$ cat src/rtl/bh_rollback_ctrl_pkg.sv
// Shared types for the gshare branch-history checkpoint queue.
// The history width here must track the predictor's GHT width.
package bh_rollback_ctrl_pkg;

  localparam int BH_GHT_BIT = 4;

  typedef enum logic {
    IDLE     = 1'b0,
    ROLLBACK = 1'b1
  } rb_state_e;

  typedef struct packed {
    logic                  valid;
    logic                  resolved;
    logic [BH_GHT_BIT-1:0] gh;
    logic                  taken;
  } bh_entry_t;

endpackage

$ cat src/rtl/bh_rollback_ctrl_if.sv
// Prediction-allocate and branch-resolve handshakes between fetch/execute
// (master) and the checkpoint queue (slave).
interface bh_rollback_ctrl_if #(
  parameter int GHT_BIT = bh_rollback_ctrl_pkg::BH_GHT_BIT,
  parameter int TAG_W   = 3
);
  logic               pred_valid;
  logic [GHT_BIT-1:0] pred_gh;
  logic               pred_taken;
  logic               pred_ready;
  logic [TAG_W-1:0]   pred_tag;

  logic               resolve_valid;
  logic [TAG_W-1:0]   resolve_tag;
  logic               resolve_taken;
  logic               resolve_ready;

  modport master (
    output pred_valid, pred_gh, pred_taken,
    output resolve_valid, resolve_tag, resolve_taken,
    input  pred_ready, pred_tag, resolve_ready
  );

  modport slave (
    input  pred_valid, pred_gh, pred_taken,
    input  resolve_valid, resolve_tag, resolve_taken,
    output pred_ready, pred_tag, resolve_ready
  );
endinterface

$ cat src/rtl/bh_rollback_ctrl.sv
// In-order checkpoint queue for in-flight branches; on a mispredict it squashes
// younger entries and pulses the predictor's history-restore/PHT-flip for one cycle.
module bh_rollback_ctrl
  import bh_rollback_ctrl_pkg::*;
#(
  parameter int GHT_BIT = BH_GHT_BIT,
  parameter int DEPTH   = 8,
  parameter int TAG_W   = $clog2(DEPTH)
) (
  input  logic                 clock,
  input  logic                 reset,
  bh_rollback_ctrl_if.slave    bus,
  output logic                 bp_clear_en,
  output logic                 bp_bh_pred_valid,
  output logic [GHT_BIT-1:0]   bp_gh_out,
  output logic [TAG_W:0]       count,
  output logic                 empty
);

  localparam logic [TAG_W-1:0] TAG_ONE  = TAG_W'(1);
  localparam logic [TAG_W:0]   CNT_ONE  = (TAG_W+1)'(1);
  localparam logic [TAG_W:0]   CNT_FULL = (TAG_W+1)'(DEPTH);

  rb_state_e                   state, state_nxt;
  bh_entry_t [DEPTH-1:0]       q;
  logic [TAG_W-1:0]            head, tail;
  logic [TAG_W:0]              count_nxt;
  logic [DEPTH-1:0]            squash;

  bh_entry_t                   rs_ent;
  logic [TAG_W-1:0]            rs_off;
  logic                        rs_fire, mispredict, retire, enq;

  assign rs_ent     = q[bus.resolve_tag];
  assign rs_off     = bus.resolve_tag - head;
  // Resolutions against squashed or retired slots are stale and ignored.
  assign rs_fire    = bus.resolve_valid & bus.resolve_ready & rs_ent.valid;
  assign mispredict = rs_fire & (bus.resolve_taken != rs_ent.taken);
  assign retire     = q[head].valid & q[head].resolved;

  assign bus.resolve_ready = (state == IDLE);
  assign bus.pred_ready    = (state == IDLE) & (count != CNT_FULL) & ~mispredict;
  assign bus.pred_tag      = tail;
  assign enq               = bus.pred_valid & bus.pred_ready;

  assign bp_clear_en      = (state == ROLLBACK);
  assign bp_bh_pred_valid = (state == ROLLBACK);
  assign empty            = (count == '0);

  // Younger than the mispredicted branch = further from head in ring order.
  always_comb begin
    squash = '0;
    for (int i = 0; i < DEPTH; i++) begin
      squash[i] = (TAG_W'(i) - head) > rs_off;
    end
  end

  always_comb begin
    count_nxt = count;
    if (mispredict)  count_nxt = (TAG_W+1)'(rs_off) + CNT_ONE;
    else if (enq)    count_nxt = count + CNT_ONE;
    if (retire)      count_nxt = count_nxt - CNT_ONE;
  end

  always_comb begin
    state_nxt = state;
    case (state)
      IDLE:     if (mispredict) state_nxt = ROLLBACK;
      ROLLBACK: state_nxt = IDLE;
      default:  state_nxt = IDLE;
    endcase
  end

  always_ff @(posedge clock) begin
    if (reset) state <= IDLE;
    else       state <= state_nxt;
  end

  always_ff @(posedge clock) begin
    if (reset) begin
      q         <= '0;
      head      <= '0;
      tail      <= '0;
      count     <= '0;
      bp_gh_out <= '0;
    end else begin
      if (enq) begin
        q[tail] <= '{valid: 1'b1, resolved: 1'b0, gh: bus.pred_gh, taken: bus.pred_taken};
      end
      if (rs_fire) begin
        q[bus.resolve_tag].resolved <= 1'b1;
        q[bus.resolve_tag].taken    <= bus.resolve_taken;
      end
      if (mispredict) begin
        for (int i = 0; i < DEPTH; i++) begin
          if (squash[i]) q[i].valid <= 1'b0;
        end
        tail      <= bus.resolve_tag + TAG_ONE;
        bp_gh_out <= rs_ent.gh;
      end else if (enq) begin
        tail <= tail + TAG_ONE;
      end
      // Placed last so a retiring head always ends up invalid.
      if (retire) begin
        q[head].valid <= 1'b0;
        head          <= head + TAG_ONE;
      end
      count <= count_nxt;
    end
  end

endmodule

$ cat src/flat_wrapper.sv
// flat-port wrapper written by rule: the top's interface ports become plain ports
module bh_rollback_ctrl_flat import bh_rollback_ctrl_pkg::*;
#(
  parameter int GHT_BIT = BH_GHT_BIT,
  parameter int DEPTH   = 8,
  parameter int TAG_W   = $clog2(DEPTH)
)
  (clock, reset, bp_clear_en, bp_bh_pred_valid, bp_gh_out, count, empty, bus_pred_valid, bus_pred_gh, bus_pred_taken, bus_resolve_valid, bus_resolve_tag, bus_resolve_taken, bus_pred_ready, bus_pred_tag, bus_resolve_ready);
  bh_rollback_ctrl_if #(.GHT_BIT(GHT_BIT), .TAG_W(TAG_W)) bus_i ();
  input  logic clock;
  input  logic reset;
  output logic bp_clear_en;
  output logic bp_bh_pred_valid;
  output logic [GHT_BIT-1:0] bp_gh_out;
  output logic [TAG_W:0] count;
  output logic empty;
  input wire logic [$bits(bus_i.pred_valid)-1:0] bus_pred_valid;
  input wire logic [$bits(bus_i.pred_gh)-1:0] bus_pred_gh;
  input wire logic [$bits(bus_i.pred_taken)-1:0] bus_pred_taken;
  input wire logic [$bits(bus_i.resolve_valid)-1:0] bus_resolve_valid;
  input wire logic [$bits(bus_i.resolve_tag)-1:0] bus_resolve_tag;
  input wire logic [$bits(bus_i.resolve_taken)-1:0] bus_resolve_taken;
  output wire logic [$bits(bus_i.pred_ready)-1:0] bus_pred_ready;
  output wire logic [$bits(bus_i.pred_tag)-1:0] bus_pred_tag;
  output wire logic [$bits(bus_i.resolve_ready)-1:0] bus_resolve_ready;
  assign bus_i.pred_valid = bus_pred_valid;
  assign bus_i.pred_gh = bus_pred_gh;
  assign bus_i.pred_taken = bus_pred_taken;
  assign bus_i.resolve_valid = bus_resolve_valid;
  assign bus_i.resolve_tag = bus_resolve_tag;
  assign bus_i.resolve_taken = bus_resolve_taken;
  assign bus_pred_ready = bus_i.pred_ready;
  assign bus_pred_tag = bus_i.pred_tag;
  assign bus_resolve_ready = bus_i.resolve_ready;
  bh_rollback_ctrl #(.GHT_BIT(GHT_BIT), .DEPTH(DEPTH), .TAG_W(TAG_W)) u_core (.clock(clock), .reset(reset), .bus(bus_i), .bp_clear_en(bp_clear_en), .bp_bh_pred_valid(bp_bh_pred_valid), .bp_gh_out(bp_gh_out), .count(count), .empty(empty));
endmodule
$ cat config.mk
export PLATFORM = sky130hd
export DESIGN_NAME = bh_rollback_ctrl_flat
export DESIGN_NICKNAME = d
export VERILOG_FILES = /design/src/rtl/bh_rollback_ctrl_pkg.sv /design/src/rtl/bh_rollback_ctrl_if.sv /design/src/rtl/bh_rollback_ctrl.sv /design/src/flat_wrapper.sv
export SDC_FILE = /design/constraint.sdc
export NUM_CORES = 1
export LEC_CHECK = 0
export CORE_MARGIN = 3
export CORE_UTILIZATION = 46
export CTS_BUF_LIST = sky130_fd_sc_hd__clkbuf_16
export CTS_CLUSTER_SIZE = 8
export DETAILED_ROUTE_END_ITERATION = 10
export DONT_BUFFER_PORTS = 1
export PLACE_DENSITY = 0.67
export REMOVE_ABC_BUFFERS = 1
export SYNTH_ARGS = -nofsm -noshare
export SYNTH_HDL_FRONTEND = slang
export SYNTH_SLANG_ARGS = --single-unit
$ cat constraint.sdc
create_clock -name clock -period 3.5 [get_ports clock]
set_input_delay 0.525 -clock clock [delete_from_list [all_inputs] [get_ports clock]]
set_output_delay 0.525 -clock clock [all_outputs]
set_load 0.01 [all_outputs]
Word level (Yosys, flattened, before mapping)
Index checks and enable logic that the tools add are counted.
- equal/unequal tests: 2
- $lt $le $gt $ge: 14
- multipliers: 0
- div/mod/pow operators: 0
- shift-type cells: 0
- bitwise gates (word level): 9
- mux-type cells: 52
- reductions and logical operators: 5
- add/sub/neg operators: 15
- operators by type and width (kind ; number):
    two-way mux 56 bit ; 5
    bitwise mux 56 bit ; 4
    demux 7 bit (select 3 bit) ; 4
    binary-select mux 7 bit (select 3 bit) ; 2
    two-way mux 7 bit ; 4
    two-way mux 1 bit ; 26
    greater-than comparator 3 bit ; 8
    < comparator 3 x 4 -> 1 bit, second input constant ; 3
    two-way mux 4 bit ; 3
    subtractor 3 bit, first input constant ; 4
    adder 3 x 1 -> 3 bit, second input constant ; 3
    greater-or-equal comparator 3 x 1 -> 1 bit, second input constant ; 3
    AND 1 bit ; 7
    two-way mux 3 bit ; 2
    two-way mux 6 bit ; 1
    subtractor 1 x 3 -> 3 bit, first input constant ; 2
    subtractor 2 x 3 -> 3 bit, first input constant ; 2
    adder 3 x 1 -> 4 bit, second input constant ; 1
    adder 4 x 1 -> 4 bit, second input constant ; 1
    logical NOT 4 bit ; 1
    != test 4 bit, second input constant ; 1
    subtractor 4 x 1 -> 4 bit, second input constant ; 1
    logical AND 1 bit ; 3
    subtractor 3 bit ; 1
    other kinds (4) ; 5
- bits in read-only memories: 0
- latch bits: 0
- register bits: 71
- output and inout bits: 16
- memories kept: 0
- input bits: 13
- RAM bits: 0
- word-level logic and storage cells: 134

Logic depth before layout (Yosys ltp)
Gate-level depths: netlist of run 1.
- depth after elaboration: 18
- gate-level depth with buffers: 13
- mapped depth without buffers: 12

Worst setup path after synthesis of run 1
OpenSTA, ideal clock, no wires.
- path kind: input to register
- from: in bus_resolve_tag[1]
- to: reg u_core.tail[2] (netlist: u_core.bus.pred_tag[2])
- arrival time: 2.877 ns
- setup time: 0.086 ns
- path slack: 0.537 ns
- stages: 13
- path buffers: 3
- cell sequence: buf_6 > mux2i_1 > mux4_2 > xor2_1 > nor3_4 > buf_6 > buf_4 > mux2_2 > ha_1 > nand2_1 > xnor2_1 > nor2_1 > a211oi_1
- cells in the longest elaborated chain, start to end: 8
- elaborated cells on any way between the ends: 11
- RTL lines (what ; line ; source):
    from (decl) ; flat_wrapper.sv:21 ; input wire logic [$bits(bus_i.resolve_tag)-1:0] bus_resolve_tag;
    binary-select mux 7 bit (select 3 bit) ; bh_rollback_ctrl.sv:34 ; assign rs_ent = q[bus.resolve_tag];
    two-way mux 7 bit (not written as such) ; bh_rollback_ctrl.sv:34 ;
    AND 1 bit or != test 1 bit (tied branches) ; bh_rollback_ctrl.sv:37, bh_rollback_ctrl.sv:38 ;
    AND 1 bit ; bh_rollback_ctrl.sv:38 ; assign mispredict = rs_fire & (bus.resolve_taken != rs_ent.taken);
    NOT 1 bit ; bh_rollback_ctrl.sv:42 ; assign bus.pred_ready = (state == IDLE) & (count != CNT_FULL) & ~mispredict;
    AND 1 bit ; bh_rollback_ctrl.sv:42 ;
    AND 1 bit ; bh_rollback_ctrl.sv:44 ; assign enq = bus.pred_valid & bus.pred_ready;
    nonzero test 2 bit (no source line) ; - ;
    to (signal assigned) ; bh_rollback_ctrl.sv:98 ; tail <= bus.resolve_tag + TAG_ONE;
    to (signal assigned) ; bh_rollback_ctrl.sv:101 ; tail <= tail + TAG_ONE;
    to (decl) ; bh_rollback_ctrl.sv:26 ; logic [TAG_W-1:0] head, tail;
Several ways; a longest one is shown, not always the timed one. The select of a mux whose other input is x is not followed.
A chain may end at the register's enable or synchronous reset.

Worst setup path after layout of run 1
- from: reg u_core.head[1]
- to: reg u_core.q[13] (netlist name)
- cells in the longest elaborated chain, start to end: 7
- elaborated cells on any way between the ends: 16
- RTL lines (what ; line ; source):
    from (decl) ; bh_rollback_ctrl.sv:26 ;
    from (signal assigned) ; bh_rollback_ctrl.sv:106 ; head <= head + TAG_ONE;
    subtractor 1 x 3 -> 3 bit or subtractor 3 bit (tied branches) ; bh_rollback_ctrl.sv:54, bh_rollback_ctrl.sv:35 ;
    greater-than comparator 3 bit ; bh_rollback_ctrl.sv:54 ; squash[i] = (TAG_W'(i) - head) > rs_off;
    two-way mux 1 bit ; bh_rollback_ctrl.sv:96 ; if (squash[i]) q[i].valid <= 1'b0;
    two-way mux 1 bit ; bh_rollback_ctrl.sv:94 ; if (mispredict) begin
    two-way mux 1 bit ; bh_rollback_ctrl.sv:80 ; if (reset) begin
    bitwise mux 56 bit ; bh_rollback_ctrl.sv:105 ; q[head].valid <= 1'b0;
    two-way mux 56 bit (*) ; bh_rollback_ctrl.sv:104 ; if (retire) begin
    to (signal, indexed assignment) ; bh_rollback_ctrl.sv:88 ; q[tail] <= '{valid: 1'b1, resolved: 1'b0, gh: bus.pred_gh, taken: bus.pred_taken};
    to (decl) ; bh_rollback_ctrl.sv:25 ; bh_entry_t [DEPTH-1:0] q;
Mark *: on every way between the ends. The rest lies on a longest branch, timed or not. The select of a mux whose other input is x is not followed.

==> results.ini, run 1 <==
[die]
core_area_sq_um = 8380
die_h_um = 99.7
die_area_sq_um = 9930
die_w_um = 99.7
rows = 33
ioPinCount = 29
start_util_pct = 48.1

[placed_design]
port_buffers = 0
placed_area_sq_um = 4060
dp_cells = 513
gp_congestion = 0.863
dp_hpwl_um = 6510

[logic_synthesis]
synth-seq-area-share_pct = 35.2
ys_ff_latch = 71
netlist_top_cells_count = dfxtp_1 (71), nor2_1 (60), mux2i_1 (52)
synth_top_cell_area_share_pct = 35.2
yosys.cell_count.top_type = dfxtp_1
synth.largest_area_cell = dfxtp_1
synth_edf_count = 0
ys_warn_count = 0
synth_cell_types = 47
synthFlopType = dfxtp_1
synthTopCellsByArea = dfxtp_1 (35%), mux2i_1 (13%), ha_1 (6.8%)
synth_area_per_cell_sq_um = 9.36
netlist_area_sq_um = 4040
syn_inst = 431
async_reset_ff_share_pct = 0

[routing]
drcViolationCount = 0
num_vias = 3062
drtIter0Drc = 221
ant_nets = 0
firstDrtPassIters = 5
vias_per_cell = 5.79
wl_per_cell_um = 18.1
routed_wl_um = 9550

[final_layout]
drive_gt1_share_pct = 10.1
syn_to_final_growth_pct = 8.06
diodes = 0
nets = 455
fin_cells = 529
fin_area_sq_um = 4360

[setup_path]
path_class = reg -> reg
regToRegSetupSlack_ns = 0.47
r2r_start = u_core.head[1]
worstPathMaxFanout = 8
crit_path_start = u_core.head[1]
critical_path_arrival_ns = 3.31
end_kind = flop
required_ns = 3.78
worstSetupStartpointType = flop

[timing]
maxSlewHeadroom_pct = 44.0
rsz0062_at_grt = no
min_period_over_period_pct = 86.6
tns_ns = 0
slew_viol_final = 0
finalSetupViolations = 0
worst_pin_slew_ns = 0.835
hold_violations = 0
post-route-min-period_ns = 3.03
fmax_mhz = 330
skew_ns = 0.00619

[global_routing]
grt.total_usage_pct = 20.4
grt_overflow = 0
antenna_found_initial = 0
grt_pass1_wl_um = 15900
grt_pass1_vias = 3067
grt_max_degree = 72

[pwr]
combPwrFrac_pct = 10.5
swShare_pct = 25.0
vdd_drop_max_mv = 0.274
powerDensity_nw_per_um2 = 457
p_seq_share_pct = 43.9
p_int_mw = 1.49
p_sw_mw = 0.498
p_leak_nw = 1.78
clockPowerShare_pct = 45.6

[job]
max_cap_viol_count = 0

[clocking]
clockRootBuffer = clkbuf_16
cts_tree = built
postCtsSetupBuffers = 0
cts.sinks = 71
cts_resized = 0
clk_latency_ns = 0.33
cts_buffer_depth = 2
numCtsBuffers = 9
hold_buffers = 0
htreeDepth = 3
clkTransAtPathRegs_ns = 0.06

[worst_hold_path]
min_from = reset
hold_path_class = in -> reg

[run_status]
status = complete, no violations

[worst max-delay path: stages (launching register included)]
cell and delay (ns):
dfxtp_1 0.41, inv_1 0.22, fa_1 0.47, xnor2_1 0.20, xnor2_1 0.69, ha_1 0.37, a21oi_1 0.14, a21oi_1 0.06
a221oi_1 0.26, o21a_1 0.15
[kinds of logic after synthesis]
kind of cell | count (synthesis) | synth area share [%]
AO/OA/AOI/OAI | 68 | 11.0
AND/OR/NAND/NOR | 134 | 16.2
XOR/XNOR | 14 | 3.04
multiplexers | 68 | 20.7
adder cells (fa/ha/maj) | 25 | 7.81
buffers and inverters | 51 | 5.95
flip-flops | 71 | 35.2
[cell type report]
| type | count | area [sq um] |
|---|---|---|
| fillers | 777 | 4020 |
| inverters | 20 | 75.1 |
| repair buffers | 8 | 60.1 |
| clock inverters | 7 | 73.8 |
| well taps | 105 | 131 |
| flip-flops and latches | 71 | 1420 |
| multi-input cells | 309 | 2370 |
| clock buffers | 9 | 225 |
[power by group through the flow]
stage,Sequential (mW),Clock [mW],Combinational (mW)
CTS,0.875,0.919,0.210
detailed placement,0.892,0,0.208
global route,0.880,0.951,0.235
floorplan,0.882,0,0.165
finish,0.875,0.907,0.209
global placement,0.892,0,0.202
[worst paths after layout]
kind / cells past startpoint / endpoint
worst min-delay path: 1 / u_core.bp_gh_out[1]
worst max register to register: 9 / u_core.q[13]
worst max-delay path: 9 / u_core.q[13]
worst min register to register: 2 / u_core.q[41]
[metal layers]
| metal | vias up | share of wire [%] | track usage, % |
|---|---|---|---|
| met4 | 0 | 1.9 | 6.83 |
| met2 | 57 | 48 | 32.9 |
| met5 | - | 0 | 0 |
| met1 | 1495 | 44 | 27.1 |
| met3 | 15 | 5.3 | 4.28 |
| li1 | 1495 | - | - |
[placed cells by master, fill, tap and decap left out, types with 2 or more instances in the layout]
cell type    n
and3_1       3
nor2_1      60
mux4_2      12
a21o_1       6
a21oi_1     26
a221o_1      4
o21ai_0      8
mux2_2       4
nor3_1       4
a31oi_1      3
or4b_1       3
dfxtp_1     71
nand2_1     29
xnor2_1      9
nor3b_1      3
mux2i_1     52
nor2b_1     11
a221oi_1     4
xor2_1       5
nand2b_1     4
nand4_1      4
clkinvlp_4   3
maj3_1       2
clkbuf_16    9
buf_4        8
nand3_1      5
a211oi_1    10
ha_1        22
inv_1       21
[per-stage QoR]
stage / power (mW) / hold WS, ns / utilization (%) / worst slack (ns)
5_1_grt: 2.07 / 0.259 / 52.0 / 0.247
2_1_floorplan: 1.05 / 0.430 / - / 0.229
6_report: 1.99 / 0.266 / 52.0 / 0.469
3_5_place_dp: 1.10 / 0.448 / 48.5 / 0.399
4_1_cts: 2.00 / 0.260 / 52.0 / 0.482
3_3_place_gp: 1.09 / 0.443 / 48.5 / 0.511
Note: power is estimated with default switching activity, not from simulation.
==> run 2, diff against run 1 <==
- CORE_UTILIZATION: 46 -> 64
- PLACE_DENSITY: 0.67 -> 0.86
==> run 2 against run 1 <==
First-iteration DRC count rose by 17%. Global-route usage rose by 7.5 points. Combinational power rose by 4%. Critical path type unchanged. Largest cell class unchanged. Highest routed layer unchanged.
==> results.ini, run 2 (synthesized netlist as in run 1, its figures left out) <==
[run_status]
status = complete, no violations

[global_routing]
grt_pass1_wl_um = 15800  ; -0.87%
antenna_found_initial = 0  ; unchanged
grt_overflow = 0  ; unchanged
grt.total_usage_pct = 27.9  ; +7.5 points
grt_max_degree = 72  ; unchanged
grt_pass1_vias = 3136  ; +2.2%

[final_layout]
syn_to_final_growth_pct = 8.09  ; about the same
drive_gt1_share_pct = 9.93  ; -0.21 points
fin_area_sq_um = 4360  ; about the same
utilization_pct = 72.4  ; +20 points
nFillCells = 404  ; -48%
nets = 454  ; -0.22%
fin_cells = 498  ; -5.9%
diodes = 0  ; unchanged
multi_input_area_sq_um = 2370  ; unchanged
layout_commonest_cell = dfxtp_1
seq_area_sq_um = 1420  ; unchanged
layout_common_cells = dfxtp_1 (71), nor2_1 (60), mux2i_1 (52)

[clocking]
cts_buffer_depth = 2  ; unchanged
postCtsSetupBuffers = 0  ; unchanged
cts_tree = built
cts.sinks = 71  ; unchanged
hold_buffers = 0  ; unchanged
htreeDepth = 3  ; unchanged
clkTransAtPathRegs_ns = 0.06  ; about the same
numCtsBuffers = 9  ; unchanged
clockRootBuffer = clkbuf_16
clk_latency_ns = 0.34  ; about the same
cts_resized = 0  ; unchanged

[die]
core_area_sq_um = 6030  ; -28%
ioPinCount = 29  ; unchanged
die_w_um = 85.4  ; -14%
die_h_um = 85.4  ; -14%
rows = 28  ; -15%
start_util_pct = 67.0  ; +19 points
die_area_sq_um = 7290  ; -27%

[timing]
post-route-min-period_ns = 3.17  ; +0.139 ns
fmax_mhz = 315  ; -4.4%
finalSetupViolations = 0  ; unchanged
skew_ns = 0.00850  ; +0.00230 ns
slew_viol_final = 0  ; unchanged
whs_ns = 0.256  ; -0.0100 ns
min_period_over_period_pct = 90.6  ; +4.0 points
tns_ns = 0  ; unchanged
maxSlewHeadroom_pct = 42.6  ; -1.3 points
worst_slack_ns = 0.329  ; -0.139 ns
hold_violations = 0  ; unchanged
rsz0062_at_grt = no
worst_pin_slew_ns = 0.855  ; +0.0200 ns

[routing]
vias_per_cell = 6.47  ; +12%
wl_per_cell_um = 19.5  ; +8.0%
num_vias = 3223  ; +5.3%
drcViolationCount = 0  ; unchanged
ant_nets = 0  ; unchanged
drtIter0Drc = 258  ; +17%
firstDrtPassIters = 5  ; unchanged
routed_wl_um = 9710  ; +1.6%

[pwr]
clockPowerShare_pct = 49.0  ; +3.4 points
p_sw_mw = 0.505  ; +1.4%
swShare_pct = 23.6  ; -1.5 points
powerDensity_nw_per_um2 = 492  ; +7.7%
combPwrFrac_pct = 10.1  ; -0.4 points
vdd_drop_max_mv = 0.431  ; +57%
p_seq_share_pct = 40.8  ; -3.1 points
p_leak_nw = 1.80  ; +1.3%
p_int_mw = 1.64  ; +9.8%
fin_total_pwr_mw = 2.14  ; +7.7%

[setup_path]
worstPathMaxFanout = 8  ; unchanged
slowest_delay_ns = 0.71  ; +0.02 ns
worstPathCellList = inv_1, fa_1, xnor2_1, xnor2_1, ha_1, a21oi_1, a21oi_1, a221oi_1, o21a_1
worstSetupStartpointType = flop
path_class = reg -> reg
cp_slowest_cell = xnor2_1
critical_path_arrival_ns = 3.45  ; +0.14 ns
required_ns = 3.78  ; about the same
end_kind = flop

[placed_design]
gp_congestion = 0.866  ; +0.31%
port_buffers = 0  ; unchanged
dpl_worst_slack_ns = 0.366  ; -0.0325 ns
dp_hpwl_um = 6230  ; -4.2%
placed_area_sq_um = 4020  ; -1.1%
dp_cells = 482  ; -6.0%

[worst_hold_path]
hold_path_class = in -> reg

[job]
max_cap_viol_count = 0  ; unchanged

-- run 2: area by class of cell --
type                    instances  area share (%)
clock inverters                 7            2.75
flip-flops and latches         71            32.6
clock buffers                   9            5.16
multi-input cells             309            54.4
repair buffers                  7            1.20
well taps                      75            2.15
inverters                      20            1.72
-- run 2: metal layers --
| metal | part of all wire [%] | vias to the layer above | track usage (%) | wire length [um] |
|---|---|---|---|---|
| li1 | - | 1504 | - | - |
| met5 | 0 | - | 0 | 0 |
| met2 | 47 | 147 | 43.1 | 4530 |
| met3 | 7.6 | 28 | 7.86 | 738 |
| met4 | 2.2 | 0 | 9.93 | 210 |
| met1 | 44 | 1544 | 37.4 | 4230 |
-- run 2: critical path: cells and delay by family (launching register included) --
| family | cells | cell delay (ns) |
|---|---|---|
| adder cells (fa/ha/maj) | 2 | 0.83 |
| AO/OA/AOI/OAI | 4 | 0.68 |
| buffers and inverters | 1 | 0.24 |
| flip-flops | 1 | 0.46 |
| XOR/XNOR | 2 | 0.91 |
-- run 2: power by group through the flow --
stage	logic [mW]	registers (mW)	clock network, mW
global route	0.239	0.878	1.10
CTS	0.216	0.875	1.05
floorplan	0.165	0.882	0
detailed placement	0.209	0.892	0
finish	0.218	0.875	1.05
global placement	0.199	0.890	0
-- run 2: final timing paths --
check / start / endpoint / slack, ns / depth (start not counted)
worst max-delay path: u_core.head[1] / u_core.q[13] / 0.33 / 9
worst min-delay path: reset / flop / 0.26 / 1
worst max register to register: u_core.head[1] / u_core.q[13] / 0.33 / 9
worst min register to register: u_core.q[40] / u_core.q[40] / 0.45 / 2
==> run 3, diff against run 2 <==
- CORE_UTILIZATION: 64 -> 45
- PLACE_DENSITY: 0.86 -> 0.66
==> run 3 against run 2 <==
Sequential share of layout area fell by 0.16 points. Global-route usage shrank 8.2 points. Via count decreased by 6.0%. Utilization decreased by 21 points. Largest power group unchanged. Worst hold slack better by 0.0079 ns. Setup slack improved by 0.10 ns. Sequential power barely moved. Critical path depth fell by 3. Total power fell by 1.9%. Flip-flop and latch count unchanged. Wire length decreased by 2.1%.
==> results.ini, run 3 (synthesized netlist as in run 1, its figures left out) <==
[run_status]
status = complete, no violations

[timing]
slew_viol_final = 0  ; unchanged
maxSlewHeadroom_pct = 49.2  ; +6.6 points
skew_ns = 0.00563  ; -0.00286 ns
worst_pin_slew_ns = 0.756  ; -0.0982 ns
post-route-min-period_ns = 3.07  ; -0.103 ns
tns_ns = 0  ; unchanged
hold_violations = 0  ; unchanged
min_period_over_period_pct = 87.7  ; -2.9 points
worst_slack_ns = 0.432  ; +0.103 ns
whs_ns = 0.264  ; +0.00787 ns
fmax_mhz = 326  ; +3.4%
rsz0062_at_grt = no
finalSetupViolations = 0  ; unchanged

[pwr]
p_leak_nw = 1.79  ; -0.37%
vdd_drop_max_mv = 0.229  ; -47%
powerDensity_nw_per_um2 = 480  ; -2.4%

[die]
start_util_pct = 47.7  ; -19 points
die_area_sq_um = 10100  ; +39%
die_w_um = 101  ; +18%
ioPinCount = 29  ; unchanged
core_area_sq_um = 8460  ; +40%
die_h_um = 101  ; +18%
rows = 33  ; +18%

[clocking]
postCtsSetupBuffers = 0  ; unchanged
numCtsBuffers = 9  ; unchanged
cts_tree = built
htreeDepth = 3  ; unchanged
clkTransAtPathRegs_ns = 0.06  ; about the same
clk_latency_ns = 0.33  ; about the same
clockRootBuffer = clkbuf_16
cts_resized = 0  ; unchanged
cts_buffer_depth = 2  ; unchanged
cts.sinks = 71  ; unchanged
hold_buffers = 0  ; unchanged

[setup_path]
worstPathCellList = nor2b_1, a21boi_0, a311oi_2, nor3_4, buf_4, nor3_1
worstSetupStartpointType = flop
critical_path_arrival_ns = 2.54  ; -0.91 ns
worstPathMaxFanout = 19  ; +11
slowest_delay_ns = 0.64  ; -0.07 ns
cp_slowest_cell = nor3_4
required_ns = 2.97  ; -0.81 ns
end_kind = output pin
path_delay_family = simple AND/OR/NAND/NOR gates
path_class = reg -> out
path_buf_inv = 1  ; unchanged

[routing]
routed_wl_um = 9510  ; -2.1%
wl_per_cell_um = 18.0  ; -7.6%
vias_per_cell = 5.74  ; -11%
num_vias = 3030  ; -6.0%
firstDrtPassIters = 4  ; -1
drcViolationCount = 0  ; unchanged
drtIter0Drc = 208  ; -19%
ant_nets = 0  ; unchanged

[final_layout]
multi_input_area_sq_um = 2370  ; unchanged
layout_commonest_cell = dfxtp_1
seq_area_sq_um = 1420  ; unchanged
syn_to_final_growth_pct = 8.62
nFillCells = 767  ; +90%
layout_common_cells = dfxtp_1 (71), nor2_1 (60), mux2i_1 (52)
drive_gt1_share_pct = 10.2  ; +0.24 points
diodes = 0  ; unchanged
nets = 454  ; unchanged

[placed_design]
port_buffers = 0  ; unchanged
gp_congestion = 0.827  ; -4.4%
dp_hpwl_um = 6370  ; +2.3%
dpl_worst_slack_ns = 0.465  ; +0.0990 ns

[global_routing]
antenna_found_initial = 0  ; unchanged
grt.total_usage_pct = 19.7  ; -8.2 points
grt_pass1_wl_um = 15600  ; -1.4%
grt_overflow = 0  ; unchanged
grt_max_degree = 72  ; unchanged
grt_pass1_vias = 2988  ; -4.7%

[job]
max_cap_viol_count = 0  ; unchanged

[worst_hold_path]
hold_path_class = in -> reg

## run 3: cell count changes in the layout (fill, tap and decap cells not counted), sizes merged
cell and delta:
clkinv -1, inv +2, bufinv -1
## run 3: per-stage QoR
stage	std cells	instance area, sq um	power [mW]	utilization [%]
2_1_floorplan	400	3870	1.05	-
6_report	528	4380	2.10	51.8
4_1_cts	528	4380	2.12	51.8
3_5_place_dp	512	4050	1.10	47.9
3_3_place_gp	512	4050	1.09	47.9
5_1_grt	528	4380	2.18	51.8
## run 3: per-layer routing
| layer | global-route usage, % | part of all wire (%) | vias to the layer above |
|---|---|---|---|
| li1 | - | - | 1494 |
| met1 | 26.9 | 46 | 1457 |
| met2 | 31.4 | 47 | 67 |
| met3 | 4.15 | 5.0 | 12 |
| met4 | 5.70 | 1.4 | 0 |
| met5 | 0 | 0 | - |
## run 3: worst paths after layout
check	start	end	slack, ns	cells past startpoint
setup reg to reg	u_core.head[1]	u_core.q[20]	0.49	9
hold / removal	reset	u_core.count[1]	0.26	1
hold reg to reg	u_core.q[26]	u_core.q[26]	0.46	2
setup / recovery	u_core.bp_bh_pred_valid	bus_pred_ready	0.43	6
## run 3: layout make-up
type                    count  share of cell area [%]
multi-input cells         309                    54.2
flip-flops and latches     71                    32.4
clock buffers               9                    5.14
well taps                 105                    3.00
clock inverters             7                    2.37
inverters                  20                    1.71
repair buffers              7                    1.20
## run 3: report_power, final
group	total (mW)	internal, mW	switching, mW
Sequential	0.873	0.839	0.0341
Combinational	0.209	0.101	0.108
Clock	1.02	0.635	0.387
